===== src/rtl/mux_pkg.sv =====
// Shared definitions for the round-robin stream multiplexer.
package mux_pkg;

    localparam logic MODE_ADDR = 1'b0;
    localparam logic MODE_RR   = 1'b1;

    // Wrap an index into [0, channels). Callers only ever pass idx < 2*channels
    // (pointer plus offset), so one conditional subtract replaces a modulo.
    function automatic int unsigned wrap_idx(input int unsigned idx,
                                             input int unsigned channels);
        return (idx >= channels) ? (idx - channels) : idx;
    endfunction

endpackage


===== src/rtl/rr_pick.sv =====
// Round-robin picker: first requesting channel at or after ptr, wrapping around.
module rr_pick
    import mux_pkg::*;
#(
    parameter int unsigned CHANNELS = 4,
    parameter int unsigned SELW     = $clog2(CHANNELS)
) (
    input  logic [CHANNELS-1:0] req,
    input  logic [SELW-1:0]     ptr,
    output logic [SELW-1:0]     grant,
    output logic                any_req
);

    logic [SELW-1:0] idx;

    // Scan ptr, ptr+1, ... wrapping; the first hit wins.
    always_comb begin
        grant   = '0;
        any_req = 1'b0;
        idx     = '0;
        for (int unsigned i = 0; i < CHANNELS; i++) begin
            idx = SELW'(wrap_idx(32'(ptr) + i, CHANNELS));
            if (!any_req && req[idx]) begin
                any_req = 1'b1;
                grant   = idx;
            end
        end
    end

endmodule


===== src/rtl/stream_mux_rr.sv =====
// N:1 registered stream multiplexer with addressed and round-robin selection.
module stream_mux_rr
    import mux_pkg::*;
#(
    parameter int unsigned CHANNELS = 4,
    parameter int unsigned WIDTH    = 1,
    parameter int unsigned SELW     = $clog2(CHANNELS)
) (
    input  logic                      clk,
    input  logic                      rst_n,
    input  logic                      mode,
    input  logic [SELW-1:0]           addr,
    input  logic [CHANNELS*WIDTH-1:0] in_data,
    input  logic [CHANNELS-1:0]       in_valid,
    output logic [CHANNELS-1:0]       in_ready,
    output logic [WIDTH-1:0]          out_data,
    output logic [SELW-1:0]           out_chan,
    output logic                      out_valid,
    input  logic                      out_ready
);

    localparam logic [SELW:0]   NCH  = (SELW + 1)'(CHANNELS);
    localparam logic [SELW-1:0] LAST = SELW'(CHANNELS - 1);

    logic [WIDTH-1:0] out_data_q, out_data_d;
    logic [SELW-1:0]  out_chan_q, out_chan_d;
    logic             out_valid_q, out_valid_d;
    logic [SELW-1:0]  ptr_q, ptr_d;
    // Low during reset and for the first cycle after release, so no handshake
    // can complete while the output register is being cleared.
    logic             en_q;

    logic [SELW-1:0]  rr_grant;
    logic             rr_any;
    logic [SELW-1:0]  grant;
    logic             grant_ok;
    logic             space;
    logic             sel_valid;
    logic [WIDTH-1:0] sel_data;
    logic             xfer;

    rr_pick #(
        .CHANNELS (CHANNELS),
        .SELW     (SELW)
    ) u_rr_pick (
        .req     (in_valid),
        .ptr     (ptr_q),
        .grant   (rr_grant),
        .any_req (rr_any)
    );

    assign space = !out_valid_q || out_ready;

    // Choose the granted channel from the active selection mode.
    always_comb begin
        grant    = '0;
        grant_ok = 1'b0;
        if (mode == MODE_RR) begin
            grant    = rr_grant;
            grant_ok = rr_any;
        end else begin
            grant    = addr;
            grant_ok = ({1'b0, addr} < NCH);
        end
    end

    // Steer ready to the granted channel and mux its valid/data.
    always_comb begin
        in_ready  = '0;
        sel_valid = 1'b0;
        sel_data  = '0;
        for (int unsigned k = 0; k < CHANNELS; k++) begin
            if (grant_ok && (grant == SELW'(k))) begin
                in_ready[k] = space && en_q;
                sel_valid   = in_valid[k];
                sel_data    = in_data[k*WIDTH +: WIDTH];
            end
        end
    end

    assign xfer = sel_valid && space && en_q;

    // Next state of the output register and the round-robin pointer.
    always_comb begin
        out_data_d  = out_data_q;
        out_chan_d  = out_chan_q;
        out_valid_d = out_valid_q;
        ptr_d       = ptr_q;
        if (xfer) begin
            out_data_d  = sel_data;
            out_chan_d  = grant;
            out_valid_d = 1'b1;
            if (mode == MODE_RR) begin
                ptr_d = (grant == LAST) ? '0 : grant + SELW'(1);
            end
        end else if (out_ready) begin
            out_valid_d = 1'b0;
        end
    end

    // State registers with asynchronous active-low reset.
    always_ff @(posedge clk or negedge rst_n) begin
        if (!rst_n) begin
            out_data_q  <= '0;
            out_chan_q  <= '0;
            out_valid_q <= 1'b0;
            ptr_q       <= '0;
            en_q        <= 1'b0;
        end else begin
            out_data_q  <= out_data_d;
            out_chan_q  <= out_chan_d;
            out_valid_q <= out_valid_d;
            ptr_q       <= ptr_d;
            en_q        <= 1'b1;
        end
    end

    assign out_data  = out_data_q;
    assign out_chan  = out_chan_q;
    assign out_valid = out_valid_q;

endmodule


===== config.mk =====
export PLATFORM = sky130hd
export DESIGN_NAME = stream_mux_rr
export DESIGN_NICKNAME = d
export VERILOG_FILES = /design/src/rtl/mux_pkg.sv /design/src/rtl/rr_pick.sv /design/src/rtl/stream_mux_rr.sv
export SDC_FILE = /design/constraint.sdc
export NUM_CORES = 1
export LEC_CHECK = 0
export ABC_AREA = 1
export ABC_CLOCK_PERIOD_IN_PS = 3380
export CORE_MARGIN = 5
export CORE_UTILIZATION = 34
export CTS_CLUSTER_DIAMETER = 80
export CTS_CLUSTER_SIZE = 14
export DETAILED_ROUTE_END_ITERATION = 6
export GPL_ROUTABILITY_DRIVEN = 0
export SLEW_MARGIN = 5
export SYNTH_ARGS = -nofsm -noshare
export SYNTH_HDL_FRONTEND = slang
export SYNTH_SLANG_ARGS = --single-unit

===== constraint.sdc =====
create_clock -name clk -period 3.38 [get_ports clk]
set_input_delay 0.507 -clock clk [delete_from_list [all_inputs] [get_ports clk]]
set_output_delay 0.507 -clock clk [all_outputs]
set_load 0.005 [all_outputs]

# [Word-level counts from Yosys, hierarchy flattened]
# Cells that the tools add are included.
[totals] elab_cells=79 regBits=7
[classes] n_lt_le_gt_ge=8 mux=37 reduce_logical=18 add_sub_neg=8 eq_ne=3
[ops] operator="1-bit two-way mux" count=23
[ops] operator="2-bit two-way mux" count=10
[ops] operator="2-bit by 3-bit less-than comparator with 1-bit output, second input constant" count=4
[ops] operator="1-bit logical AND" count=10
[ops] operator="3-bit >= comparator, second input constant" count=3
[ops] operator="1-bit binary-select mux with 2-bit select" count=4
[ops] operator="2-bit by 1-bit subtractor with 2-bit output, second input constant" count=4
[ops] operator="2-bit by 2-bit adder with 3-bit output, second input constant" count=2
[ops] operator="2-bit == test, second input constant" count=2
[ops] operator="1-bit zero test" count=4
[ops] operator="2-bit by 1-bit adder with 3-bit output, second input constant" count=1
[ops] operator="2-bit by 3-bit >= comparator with 1-bit output, second input constant" count=1
[ops] operator="2-bit by 1-bit adder with 2-bit output, second input constant" count=1
[ops] operator="2-bit by 1-bit == test with 1-bit output, second input constant" count=1
[ops] operator="2-bit zero test" count=1
[ops] operator="2-bit AND reduction" count=1
[ops] operator="2-bit nonzero test" count=1
[ops] operator="1-bit logical OR" count=1

# [Longest topological paths before layout]
# Gate-level depths: netlist of the first run.
[depth] ltp_word=24 mapped_depth=21

# [Modules after synthesis]
# A second synthesis of the first run with hierarchy kept.
[unflattened] hier_cells=135 hier_area_um2=878.3
[by_module_without_submodules] module="stream_mux_rr" area_per_inst_um2=559.3 n_inst=1 seq_area_each_um2=175.2 cells_each=76
[by_module_without_submodules] module="rr_pick" area_per_inst_um2=319.1 n_inst=1 seq_area_each_um2=0.0 cells_each=59

# [Least setup slack after synthesis of the first run]
# No wires, ideal clock.
[synth_timing] path_kind="input to register" startpoint="input in_valid[0]" endpoint="register ptr_q[1]" path_slack_ns=1.022 n_path_buf=0 arrival_ns=2.241 path_stages=18 path_cell_list="inv_1 > nand2_1 > and2_4 > o21ai_2 > nand2_1 > nor2_1 > nor3_1 > o21ai_1 > inv_1 > ha_1 > nor2_1 > nand3_1 > nand3_1 > nand2_1 > nand2_4 > nand2_2 > nand2_1 > nand2_1"
[synth_via] elab_chain_cells=22 elab_cells_between_ends=41 classes_between="add/sub (1); eq/ne (3); mux (23); reduce/logical (14)"
[synth_lines] element="start, declared" line_no="stream_mux_rr.sv:14" text="input logic [CHANNELS-1:0] in_valid,"
[synth_lines] element="1-bit binary-select mux with 2-bit select" line_no="rr_pick.sv:23" text="if (!any_req && req[idx]) begin"
[synth_lines] element="1-bit two-way mux (implied by the code)" line_no="rr_pick.sv:23"
[synth_lines] element="1-bit two-way mux" line_no="rr_pick.sv:23"
[synth_lines] element="1-bit zero test" line_no="rr_pick.sv:23"
[synth_lines] element="1-bit logical AND" line_no="rr_pick.sv:23"
[synth_lines] element="1-bit two-way mux" line_no="rr_pick.sv:23"
[synth_lines] element="1-bit zero test" line_no="rr_pick.sv:23"
[synth_lines] element="1-bit logical AND" line_no="rr_pick.sv:23"
[synth_lines] element="(+3 left out)"
[synth_lines] element="2-bit two-way mux (*)" line_no="rr_pick.sv:23"
[synth_lines] element="2-bit two-way mux (*)" line_no="stream_mux_rr.sv:58" text="if (mode == MODE_RR) begin"
[synth_lines] element="named net grant[1]" line_no="stream_mux_rr.sv:35" text="logic [SELW-1:0] grant;"
[synth_lines] element="2-bit zero test" line_no="stream_mux_rr.sv:73" text="if (grant_ok && (grant == SELW'(k))) begin"
[synth_lines] element="1-bit logical AND" line_no="stream_mux_rr.sv:73"
[synth_lines] element="1-bit two-way mux (4 in series)" line_no="stream_mux_rr.sv:73"
[synth_lines] element="1-bit logical AND (2 in series)" line_no="stream_mux_rr.sv:81" text="assign xfer = sel_valid && space && en_q;"
[synth_lines] element="2-bit AND reduction (no line)"
[synth_lines] element="end signal, assigned" line_no="stream_mux_rr.sv:113" text="ptr_q <= ptr_d;"
[synth_lines] element="end, declared" line_no="stream_mux_rr.sv:28" text="logic [SELW-1:0] ptr_q, ptr_d;"
# Mark *: on every way through the listed nets, which the timed path passes. The rest lies on a longest branch. The select of a mux whose other input is x is not followed.
# A chain may end at the register's enable or synchronous reset.

# [Worst setup path in the final report of the first run]
[layout_timing] startpoint="input in_valid[2]" endpoint="output in_ready[3]"
[layout_via] elab_chain_cells=16 elab_cells_between_ends=27 classes_between="eq/ne (1); mux (19); reduce/logical (7)"
[layout_lines] element="1-bit binary-select mux with 2-bit select" line_no="rr_pick.sv:23"
[layout_lines] element="1-bit two-way mux (implied by the code)" line_no="rr_pick.sv:23"
[layout_lines] element="1-bit two-way mux" line_no="rr_pick.sv:23"
[layout_lines] element="1-bit zero test" line_no="rr_pick.sv:23"
[layout_lines] element="1-bit logical AND" line_no="rr_pick.sv:23"
[layout_lines] element="1-bit two-way mux" line_no="rr_pick.sv:23"
[layout_lines] element="1-bit zero test" line_no="rr_pick.sv:23"
[layout_lines] element="1-bit logical AND" line_no="rr_pick.sv:23"
[layout_lines] element="1-bit two-way mux" line_no="rr_pick.sv:23"
[layout_lines] element="1-bit zero test" line_no="rr_pick.sv:23"
[layout_lines] element="1-bit logical AND" line_no="rr_pick.sv:23"
[layout_lines] element="2-bit two-way mux (*)" line_no="rr_pick.sv:23"
[layout_lines] element="2-bit two-way mux (*)" line_no="stream_mux_rr.sv:58"
[layout_lines] element="named net grant[1]" line_no="stream_mux_rr.sv:35"
[layout_lines] element="2-bit == test (*)" line_no="stream_mux_rr.sv:73"
[layout_lines] element="1-bit logical AND (*)" line_no="stream_mux_rr.sv:73"
[layout_lines] element="1-bit two-way mux (*)" line_no="stream_mux_rr.sv:73"
[layout_lines] element="end, declared" line_no="stream_mux_rr.sv:15" text="output logic [CHANNELS-1:0] in_ready,"
# Marks and branches as above.

==> summary.md, run 1 <==
| Metric | Value |
|---|---|
| Max-cap violations | 0 |
| Syn Inst Count | about 120 |
| Core outline area | roughly 0.0020 sq mm |
| DR vias | approximately 840 |
| Gate power share | approximately three quarters |
| Cell Pwr Density | 782 mW/mm^2 |
| Synth Net Count | 135 |
| I/O Pins | 22 |
| Critical Path Start | in_valid[2] |
| Clock root buffer | clkbuf_4 |
| Die height | approximately 57 um |
| First-pass GRT wire length | 3.47 mm |
| Synth warn | 0 |
| Fillers | 204 |
| GRT overflow | 0 |
| Num CTS Buffers | 3 |
| Fin cells | between 150 and 200 |
| Pin slew with the least headroom to its limit | between 0.6 and 0.7 ns |
| WS Path Type | input port to output port |
| Final Hold Vio Count | 0 |
| WL met2 | 948 um |
| Worst hold path class | register to register |
| Reg2reg start | ptr_q[0] |
| Highest routed metal layer | met3 |
| WL per Instance | around 11 um |
| Final wirelength | 1.92 mm |
| Largest net degree at the start of global routing | 10 |
| Worst skew pair latency | about 0.24 ns |
| Die area | between 0.003 and 0.004 sq mm |
| FP Rows | 16 |
| WL met3 | around 56 um |
| Initial antenna violation count | 0 |
| Synth Cell Area | roughly 740 sq um |
| Leak Pwr | 0.600 nW |
| Ratio of cells with drive above 1 in the final layout | roughly a quarter |
| #FFs+latches synth | 7 |
| Placed Cells incl. Taps | about 180 |
| Fmax | between 300 and 400 MHz |
| Final nets | about 170 |
| Tmin final | between 3 and 4 ns |
| Vias/cell | about 4.6 |
| CTS H-tree depth | 1 |
| Wl on met1 | ~900 um |
| Die Wd | around 57 um |
| CTS sink cnt | 7 |
| CTS clk-pin slew, worst paths | roughly 0.050 ns |
| 1st-iter DRT viols | 13 |
| Startpoint types | input port |
| Avg Inst Size Synth | 6.29 sq um |
| Reg power frac | 17.6% |
| Sw Share | a little under half |
| Worst setup EP type | output port |
| All-Layer GR Usage | between 10% and 20% |
| Post-DP HPWL | about 1.6 mm |
| Setup violators final | 0 |
| WP data required | ~2.9 ns |
| Crit path DAT | between 2 and 3 ns |
| Worst vdd ir | between 0.3 and 0.4 mV |
| Initial Utilization | between 30% and 40% |
| CTS tree | yes |
| Status | completed |
| Crit path max fanout | 4 |
| Diode count | 0 |
| Register area share after synthesis | around a quarter |
| Final setup skew | between 0.001 and 0.0015 ns |
| Vias in the first global route | around 800 |
| Area growth syn-to-layout | 53.1% |
| Buffers on Ports | 21 |
| Clock power frac | just over 8% |
| Synth cell types | 22 |
| Final Cycle Share | 94.4% |
| Hold Startpoint | out_data |
| Antenna viol nets, final | 0 |
| Finished Core Util | between 50% and 60% |
| Clock buffer depth | 2 |
| Residual DRC count | 0 |
| Max Slew Vio Count | 0 |
| Internal power | around 0.00046 W |
| DRT Pass-1 Iters | 4 |
| Worst rel slew slack | about 58% |
| Sw power | approximately 0.00042 W |
-- final timing paths --
check	to	slack (ns)	depth (start not counted)
worst max-delay path	in_ready[3]	0.19	14
worst min-delay path	out_data	0.47	2
worst max register to register	ptr_q[1]	0.67	21
worst min register to register	out_data	0.47	2
max in group asynchronous	en_q	2.64	1
min in group asynchronous	ptr_q[0]	0.51	1
-- cell usage in the layout (no fill, tap or decap), drive strengths merged --
master,count
nand2,53
clkdlybuf4s50,17
inv,15
buf,14
nand3,13
nor2,10
o21ai,8
dfrtp,7
ha,4
clkbuf,4
dlygate4sd2,3
and2,1
a31oi,1
nor4,1
nor3,1
nand4,1
conb,1
dlymetal6s2s,1
-- synth_stat cells --
library cell	n	area (sq um)
a31oi_2	1	12.5
and2_4	1	8.76
buf_6	1	11.3
conb_1	1	3.75
dfrtp_1	7	175
ha_1	4	50.1
inv_1	12	45.0
inv_2	2	7.51
inv_4	1	6.26
nand2_1	45	169
nand2_2	7	43.8
nand2_4	1	11.3
nand3_1	12	60.1
nand3_4	1	17.5
nand4_1	1	6.26
nor2_1	8	30.0
nor2_4	2	22.5
nor3_1	1	5.00
nor4_1	1	6.26
o21ai_0	5	25.0
o21ai_1	2	10.0
o21ai_2	1	8.76
-- worst max-delay path, cell delays in order --
cell	delay (ns)
clkdlybuf4s50_1	0.50
nand2_1	0.06
nand2_1	0.11
nand2_1	0.07
nand2_2	0.10
nand3_1	0.09
o21ai_0	0.23
nor3_2	0.06
o21ai_2	0.20
buf_4	0.15
ha_2	0.18
nand2_2	0.07
nor2_2	0.10
dlygate4sd2_1	0.25
-- flip-flops by register name (all words and copies together), names as in the netlist --
signal / count
ptr_q: 2
out_chan: 2
out_data: 1
out_valid: 1
en_q: 1
-- layer usage --
| layer | vias to the layer above | GRT usage [%] |
|---|---|---|
| met4 | 0 | 1.02 |
| met2 | 15 | 21.6 |
| met5 | - | 0 |
| met3 | 0 | 3.90 |
| met1 | 378 | 17.9 |
| li1 | 442 | - |
-- through the flow --
step | hold WS [ns] | setup TNS (ns) | area [sq um] | setup slack, ns | total power (W)
after global placement | 0.460 | -0.0220 | 1060 | -0.0212 | 0.000765
after global routing | 0.505 | -0.0260 | 1130 | -0.0260 | 0.000988
after detailed placement | 0.466 | -0.213 | 1060 | -0.101 | 0.000772
final | 0.470 | 0 | 1130 | 0.190 | 0.000880
after CTS | 0.478 | 0 | 1100 | 0.00361 | 0.000869
after floorplan | 0.211 | 0 | 736 | 1.02 | 0.000548
-- final cells by class --
type | instances | area [sq um] | area share [%]
Multi-Input combinational cell | 94 | 518 | 46.0
Timing Repair Buffer | 35 | 314 | 27.9
Sequential cell | 7 | 175 | 15.6
Inverter | 15 | 58.8 | 5.22
Tap cell | 27 | 33.8 | 3.00
Clock buffer | 4 | 26.3 | 2.33
-- power groups by stage --
| stage | clock network, W | registers (W) | logic, W |
|---|---|---|---|
| 6_report | 0.0000734 | 0.000155 | 0.000652 |
| 3_5_place_dp | 0 | 0.000156 | 0.000616 |
| 2_1_floorplan | 0 | 0.000139 | 0.000410 |
| 4_1_cts | 0.0000771 | 0.000154 | 0.000637 |
| 5_1_grt | 0.0000833 | 0.000160 | 0.000746 |
| 3_3_place_gp | 0 | 0.000155 | 0.000610 |
-- cells by family (layout without fill, tap and decap cells) --
kind of cell,Yosys count,after routing,share of synthesized area [%]
compound gates,9,9,7.65
fa+ha+maj,4,4,6.80
buf+inv,16,54,9.52
flops,7,7,23.8
other cells,1,1,0.510
simple gates,80,80,51.7
-- timing repair --
| action | CTS | global route |
|---|---|---|
| pin swaps | 2 | 2 |
| setup endpoints to repair | 4 | 4 |
| resized for setup | 7 | 4 |
| gates cloned | 0 | 0 |
| hold buffers | 0 | 0 |
| setup buffers | 0 | 2 |
Power figures use the tool's default switching activity.
==> run 2: changes to the inputs <==
Settings changed: CORE_MARGIN 5 to 2, PLACE_DENSITY set to 0.63.
==> run 2 against run 1 <==
Effect of this change: die area down 20%; sequential share of layout area down 0.069 points; non-clock buffer count unchanged; highest routed layer unchanged; sequential power about the same; combinational power down 1%; clock-buffer cell count unchanged; power down 1.0%; cell area up 0.44%; flip-flop and latch count unchanged; critical endpoint unchanged; first-iteration DRC count down 7.7%; clock skew down 0.00082 ns; critical path type unchanged.
==> summary.md, run 2 (same netlist as run 1, synthesis figures left out) <==
| Metric | Value |
|---|---|
| Worst skew pair latency | about 0.24 ns |
| Register Area | 175 sq um |
| WL per Instance | between 10 and 15 um |
| FP Rows | 16 |
| WS Path Type | input port to output port |
| Final instance area | 0.00113 sq mm |
| Clock buffer depth | 2 |
| Fillers | between 200 and 250 |
| Initial antenna violation count | 0 |
| Placed Cells incl. Taps | around 180 |
| Die height | slightly above 50 um |
| Tmin final | ~3.2 ns |
| CP most frequent cell | nand2_1 |
| Status | completed |
| Post-DP Area | between 0.001 and 0.0015 sq mm |
| Pre-CTS setup slack | -0.0629 ns |
| GRT overflow | 0 |
| DRT Pass-1 Iters | 4 |
| Hold WS | between 0.4 and 0.5 ns |
| Multi-input logic area | approximately 520 sq um |
| Vias/cell | 4.53 |
| Final Cycle Share | a little over nine tenths |
| Max Slew Vio Count | 0 |
| Final setup skew | between 0.00015 and 0.0002 ns |
| Worst rel slew slack | between 50% and 60% |
| Die Wd | 50.5 um |
| Crit path DAT | 2.69 ns |
| Vias in the first global route | around 760 |
| All-Layer GR Usage | 16.3% |
| First-pass GRT wire length | roughly 3.2 mm |
| Area growth syn-to-layout | 53.7% |
| I/O Pins | 22 |
| Ratio of cells with drive above 1 in the final layout | ~25% |
| Final wirelength | ~1.8 mm |
| Die area | approximately 0.0026 sq mm |
| Antenna viol nets, final | 0 |
| Commonest non-fill, non-tap cell in the layout | nand2_1 |
| Post-DP HPWL | ~1.5 mm |
| Max stage delay on crit path | a little under 0.5 ns |
| CTS clk-pin slew, worst paths | 0.05 ns |
| Final nets | roughly 170 |
| CP cell instances | clkdlybuf4s50_1, nand2_1, nand2_1, nand2_1, nand2_2, nand3_1, buf_4, nand2_1, nand2_1, a31oi_4, buf_4, ha_2, nand2_2, nor2_2, dlygate4sd2_1 |
| Fmax | roughly 310 MHz |
| Core outline area | roughly 0.0020 sq mm |
| Clock root buffer | clkbuf_4 |
| Residual DRC count | 0 |
| Leak Pwr | approximately 0.62 nW |
| Worst setup EP type | output port |
| Diode count | 0 |
| Fin cells | 182 |
| Largest net degree at the start of global routing | 10 |
| CTS tree | yes |
| Initial Utilization | roughly 37% |
| Most frequent cells in the layout | nand2_1 (45), clkdlybuf4s50_1 (17), buf_4 (14), inv_1 (12), nand3_1 (12) |
| Cell Pwr Density | between 700 and 800 mW/mm^2 |
| Worst vdd ir | ~0.42 mV |
| Final Hold Vio Count | 0 |
| Crit path max fanout | 3 |
| Cells on Worst Hold Path | 2 |
| Hold-fix buffer count after cts | 0 |
| Startpoint types | input port |
| Num CTS Buffers | 3 |
| Buffers on Ports | 21 |
| Final Worst Setup Slack | 0.181 ns |
| Reg2Reg Depth | 22 |
| Worst hold path class | register to register |
| WP data required | 2.87 ns |
| Pin slew with the least headroom to its limit | 0.616 ns |
| Max-cap violations | 0 |
| DR vias | just over 800 |
| 1st-iter DRT viols | 12 |
| Setup violators final | 0 |
| CTS H-tree depth | 1 |
| CTS sink cnt | 7 |
| CP max stage cell | clkdlybuf4s50_1 |
run 2: changes by cell type in the layout (fill, tap and decap cells not counted), sizes merged:
cell and change:
dlygate4sd2 -2, dlymetal6s2s +2
run 2: what timing repair did:
action,CTS,global route
setup buffers,0,2
resized for setup,4,7
endpoints found under the setup margin,4,3
pin swaps,0,1
run 2: area by class of cell:
class	count	share of cell area, %
Clock buffer	4	2.32
Inverter	15	5.20
Multi-Input combinational cell	94	45.6
Sequential cell	7	15.5
Tap cell	27	2.99
Timing Repair Buffer	35	28.4
run 2: per-layer routing:
layer	vias to the layer above	track usage, %	routed length [um]
met4	0	1.35	0
met2	19	27.4	891
met3	0	4.76	85
met5	-	0	0
met1	362	21.5	862
li1	443	-	-
run 2: metrics by stage:
step	power, W	util [%]	TNS, ns
after floorplan	0.000548	-	0
after global placement	0.000753	52.9	-0.0187
after detailed placement	0.000762	52.9	-0.0833
after CTS	0.000858	54.9	0
after global routing	0.000975	56.5	-0.0107
final	0.000872	56.5	0
run 2: report_power, final:
group          internal [W]  total [W]  leakage (nW)  switching, W
clock             0.0000449  0.0000728        0.0150     0.0000279
combinational      0.000296   0.000643         0.520      0.000348
sequential         0.000117   0.000155        0.0878     0.0000389
run 2: critical path, delay by kind of cell:
| kind | cells | cell delay [ns] |
|---|---|---|
| simple gates | 9 | 0.76 |
| buf+inv | 4 | 1.03 |
| compound gates | 1 | 0.21 |
| fa+ha+maj | 1 | 0.18 |
run 2: path summary, 6_finish.rpt:
| kind | startpoint | to | slack [ns] |
|---|---|---|---|
| worst min register to register | out_chan[1] | out_chan[1] | 0.47 |
| min in group asynchronous | rst_n | out_chan[0] | 0.51 |
| max in group asynchronous | rst_n | en_q | 2.64 |
| worst max-delay path | in_valid[2] | in_ready[3] | 0.18 |
| worst min-delay path | out_chan[1] | out_chan[1] | 0.47 |
| worst max register to register | ptr_q[0] | ptr_q[0] | 0.62 |
==> run 3: changes to the inputs <==
Settings changed: REMOVE_ABC_BUFFERS set to 1, SLEW_MARGIN 5 to 20.
==> run 3 against run 2 <==
Effect of this change: power rose by 5.3%; wire length fell by 0.33%; combinational power rose by 7.9%; cell area rose by 3.4%; first-iteration DRC count fell by 8.3%; sequential power barely moved; final cell count rose by 0.55%; critical endpoint unchanged; flip-flop and latch count did not move; largest power group unchanged.
==> summary.md, run 3 (same netlist as run 1, synthesis figures left out) <==
| Metric | Value |
|---|---|
| Status | completed |
| Cells on Worst Hold Path | 2 |
| Diode count | 0 |
| Initial antenna violation count | 0 |
| Worst vdd ir | ~0.44 mV |
| GR Util met3 | under 10% |
| Post-DP HPWL | between 1 and 1.5 mm |
| Num CTS Buffers | 3 |
| Cell Pwr Density | just under 800 mW/mm^2 |
| Area growth syn-to-layout | 59.0% |
| Final setup skew | between 0.0007 and 0.0008 ns |
| All-Layer GR Usage | approximately 15% |
| Pin slew with the least headroom to its limit | ~0.58 ns |
| I/O Pins | 22 |
| Worst setup EP type | output port |
| Finished Core Util | 58.4% |
| Antenna viol nets, final | 0 |
| Critical Path Start | in_valid[2] |
| DR vias | 842 |
| CTS sink cnt | 7 |
| Hold Startpoint | out_chan[0] |
| Unrepaired setup endpoints after global routing | no |
| Vias/cell | roughly 4.6 |
| 1st-iter DRT viols | 11 |
| Placed Cells incl. Taps | roughly 180 |
| Clock buffer depth | 2 |
| Max stage delay on crit path | about 0.5 ns |
| WS Path Type | input port to output port |
| CTS tree | yes |
| Max-cap violations | 0 |
| Vias in the first global route | 753 |
| Ratio of cells with drive above 1 in the final layout | 28.8% |
| Buffers on Ports | 21 |
| Top cell family by delay on the critical path | buffers and inverters |
| Final Cycle Share | 91.6% |
| Worst hold path class | register to register |
| CP cell instances | clkdlybuf4s50_1, nand2_1, nand2_2, nand2_1, nand2_2, nand3_1, buf_4, nand2_1, nand2_1, a31oi_4, buf_4, ha_2, nand2_2, nor2_2, dlymetal6s2s_1 |
| Leak Pwr | 0.652 nW |
| Die Wd | 50.5 um |
| Reg2reg start | ptr_q[0] |
| Worst skew pair latency | around 0.24 ns |
| CP Depth | 15 |
| Worst rel slew slack | between 60% and 70% |
| Crit path max fanout | 3 |
| CP max stage cell | clkdlybuf4s50_1 |
| FP Rows | 16 |
| Commonest non-fill, non-tap cell in the layout | nand2_1 |
| CTS clk-pin slew, worst paths | 0.05 ns |
| Final nets | 175 |
| Die area | around 0.0026 sq mm |
| Largest net degree at the start of global routing | 10 |
| Clock root buffer | clkbuf_4 |
| Crit path DAT | between 2 and 3 ns |
| Grt met2 use | 25.4% |
| Met1 Resource Use GR | a little under a fifth |
| Die height | roughly 51 um |
| First-pass GRT wire length | a little under 3 mm |
| Fmax | between 300 and 400 MHz |
| Max Slew Vio Count | 0 |
| Hold-fix buffer count after cts | 0 |
| Fin cells | between 150 and 200 |
| Most frequent cells in the layout | nand2_1 (42), clkdlybuf4s50_1 (16), buf_4 (15), inv_1 (12), nand3_1 (11) |
| WL per Instance | about 10 um |
| CP Buf/Inv Count | 4 |
| Reg2Reg Depth | 20 |
| Core outline area | 0.00200 sq mm |
| Setup_tns | 0 ns |
| Residual DRC count | 0 |
| Final wirelength | approximately 1.8 mm |
| Gr busiest metal | met2 |
| GRT overflow | 0 |
| Setup violators final | 0 |
| Final Hold Vio Count | 0 |
| DRT Pass-1 Iters | 4 |
| Startpoint types | input port |
| CP most frequent cell | nand2_1 |
| WP data required | around 2.9 ns |
| Initial Utilization | 36.8% |
| Tmin final | 3.10 ns |
| CTS H-tree depth | 1 |
==> run 3: changes by cell type in the layout (fill, tap and decap cells not counted), sizes merged <==
cell	delta
dlygate4sd2	-1
dlymetal6s2s	+2
buf	+1
clkdlybuf4s50	-1
==> run 3: final cells by class <==
cell class	instances	area, sq um
repair buffers	36	335
flip-flops and latches	7	175
inverters	15	58.8
clock buffers	4	26.3
well taps	27	33.8
fillers	189	832
multi-input cells	94	541
==> run 3: timing repair <==
item	in CTS	in global routing
setup buffers	0	4
endpoints found under the setup margin	4	4
resized for setup	2	17
pin swaps	0	5
endpoints found under the hold margin	0	0
==> run 3: worst reg2reg max path: cells and delay by family (launching register included) <==
kind / cells / cell delay (ns)
AO/OA/AOI/OAI: 1 / 0.22
buffers and inverters: 4 / 0.46
AND/OR/NAND/NOR: 14 / 1.20
flip-flops: 1 / 0.49
adder cells (fa/ha/maj): 1 / 0.18
==> run 3: metrics by stage <==
stage	total power [W]	setup WS, ns	cell area (sq um)	hold WS, ns
2_1_floorplan	0.000536	1.01	724	0.211
3_3_place_gp	0.000754	-0.0114	1050	0.464
3_5_place_dp	0.000762	-0.0917	1050	0.465
4_1_cts	0.000854	-0.0230	1090	0.479
5_1_grt	0.00101	0.153	1170	0.492
6_report	0.000918	0.283	1170	0.478
==> run 3: metal layers <==
layer	wire length (um)	part of all wire [%]	vias to the layer above
met2	946	52	14
met3	43	2.3	0
met4	0	0	0
met1	842	46	382
met5	0	0	-
li1	-	-	446
==> run 3: final timing paths <==
check	to	slack, ns
worst max-delay path	in_ready[3]	0.28
worst min-delay path	out_chan[0]	0.48
worst max register to register	out_data	0.72
worst min register to register	out_chan[0]	0.48
max in group asynchronous	out_chan[1]	2.65
min in group asynchronous	out_chan[0]	0.51
==> run 3: where the power goes <==
group	leakage (nW)	total (W)	internal, W	switching, W
registers	0.0878	0.000153	0.000116	0.0000367
logic	0.549	0.000694	0.000322	0.000372
clock network	0.0150	0.0000711	0.0000448	0.0000263
==> variant: new RTL, settings of run 3 <==
Reset style: synchronous (`rst_n`), changed in one clocked block. Comments in the files are not updated.
--- a/src/rtl/stream_mux_rr.sv
+++ b/src/rtl/stream_mux_rr.sv
@@ -100,5 +100,5 @@
 
     // State registers with asynchronous active-low reset.
-    always_ff @(posedge clk or negedge rst_n) begin
+    always_ff @(posedge clk) begin
         if (!rst_n) begin
             out_data_q  <= '0;
Function: differs if rst_n is asserted again (counterexample within 4 cycles, from zero or initial values and one cycle with rst_n low); with rst_n held inactive, the same outputs for 10 cycles.
==> variant against run 3 <==
Core utilization decreased by 6.0 points. Via count increased by 2.3%. Setup slack got worse by 150 ps. Sequential cell count unchanged. Wire length increased by 7.1%. Count of clock-buffer cells in the layout unchanged. Critical path depth unchanged. Cell area decreased by 2.8%. Area after synthesis increased by 3.2%. Worst hold slack improved by 8.3 ps. Synthesized cell count increased by 9.4%. Critical path type unchanged.
Power is not compared: it rests on default switching activity, and its combinational part moved more than twofold at a synthesized area within 25%.
==> variant: results <==
group,metric,value,unit
timing,finalCriticalPeriod,3250,ps
grt,grt_usage,0.167,
clocking,clock_latency,240,ps
synthesis,synthAdderAreaFrac,0.0659,
critical_path,cp_max_fo,4,
grt,use_met3,0.0322,
detailed_routing,firstDrtPassIters,3,
grt,use_met1,0.201,
critical_path,worstPathArrival,2740,ps
synthesis,async_flop_share,0,
timing,whs,486,ps
clocking,h-tree-depth,1,
timing,drv_slew,0,
placed_design,port_buffers,21,
critical_path,crit_slowest_cell,"clkdlybuf4s50_1",
clocking,cts_buffers,3,
final_layout,drive_above_1_share,0.262,
outcome,outcome,"finished clean",
final_layout,layout.nets,183,
synthesis,synth_compound_area_frac,0.0659,
power,switching_share,0.412,
grt,grt_pass1_wl,3.38,mm
placed_design,place_inst,186,
synthesis,avgSynthCellArea,5.93,sq um
critical_path,critical-path-max-stage-delay,510,ps
timing,fin_skew,3.54,ps
detailed_routing,route.met3.wl,49,um
detailed_routing,highest_layer,"met4",
timing,slew_headroom,0.676,
synthesis,ys_top_cells_by_area,"nand2_1 21%, dfxtp_1 18%, nand3_1 9.2%",
placed_design,dp_hpwl,1.57,mm
clocking,max-clock-path-buffers,2,
clocking,clk_pin_slew_worst_paths,50,ps
grt,grt_pass1_vias,821,
grt,gr-usage-met2,0.303,
synthesis,yosys-top-cells-count,"42 x nand2_1, 15 x inv_1, 14 x nand3_1, 14 x nor2_1, 11 x nand2_2",
power,power.leakage,0.611,nW
critical_path,cpLargestDelayFamily,"buffers and inverters",
critical_path,r2r-end,"ptr_q[1]$_SDFFE_PN0P_",
critical_path,r2r_start,"ptr_q[0]$_SDFFE_PN0P_",
detailed_routing,wl_met2,986,um
detailed_routing,viasPerCell,4.48,
synthesis,synth_cell_type_count,24,
synthesis,synth_xor_area_frac,0,
grt,grt_max_degree,10,
placed_design,dpl-instance-area,1070,sq um
detailed_routing,wirelength,1.96,mm
detailed_routing,drt-initial-drc-count,12,
critical_path,r2r_slack,670,ps
min_path,min_to,"out_data$_SDFFE_PN0P_",
min_path,holdPathStages,2,
critical_path,r2r_cells,22,
synthesis,ys_warn_count,0,
synthesis,seq_area_frac_synth,0.185,
detailed_routing,wirelength_met1,905,um
detailed_routing,vias,861,
synthesis,synth_ff_type,"dfxtp_1",
min_path,hold_start,"out_data$_SDFFE_PN0P_",
## variant: worst min-delay path, cell delays in order (launching register included)
cell and delay (ps):
dfxtp_1 300, nor2_1 90, nor2_1 50
## variant: what timing repair did
item,in CTS,in global routing
endpoints found under the setup margin,1,4
resized for setup,3,8
hold buffers,0,0
pin swaps,1,1
buffers inserted,0,2
gates cloned,0,0
## variant: stage by stage
step	setup TNS (ps)	setup slack, ps	total power, mW
finish	0	130	0.495
global route	-31.9	-31.9	0.543
CTS	0	15.1	0.488
detailed placement	-63.2	-60.7	0.409
global placement	-34.0	-34.0	0.403
floorplan	0	1000	0.291
## variant: cell type report
| class | instances | area [sq um] |
|---|---|---|
| fillers | 233 | 1030 |
| clock buffers | 4 | 26.3 |
| flip-flops and latches | 7 | 140 |
| repair buffers | 34 | 318 |
| inverters | 17 | 71.3 |
| well taps | 28 | 35.0 |
| multi-input cells | 102 | 547 |
## variant: power groups by stage
stage / registers, mW / clock network, mW / logic [mW]
2_1_floorplan: 0.111 / 0 / 0.180
3_3_place_gp: 0.112 / 0 / 0.291
3_5_place_dp: 0.113 / 0 / 0.296
4_1_cts: 0.112 / 0.0758 / 0.300
5_1_grt: 0.114 / 0.0817 / 0.347
6_report: 0.112 / 0.0721 / 0.311
## variant: how the worst max path moves through the flow
| stage | from | end |
|---|---|---|
| after global routing | ptr_q[0]$_SDFFE_PN0P_ | in_ready[2] |
| final | in_valid[0] | in_ready[3] |
| after CTS | in_valid[3] | in_ready[3] |
| after floorplan | ptr_q[0]$_SDFFE_PN0P_ | ptr_q[0]$_SDFFE_PN0P_ |
| after detailed placement | in_valid[3] | in_ready[3] |
| after global placement | in_valid[3] | in_ready[3] |
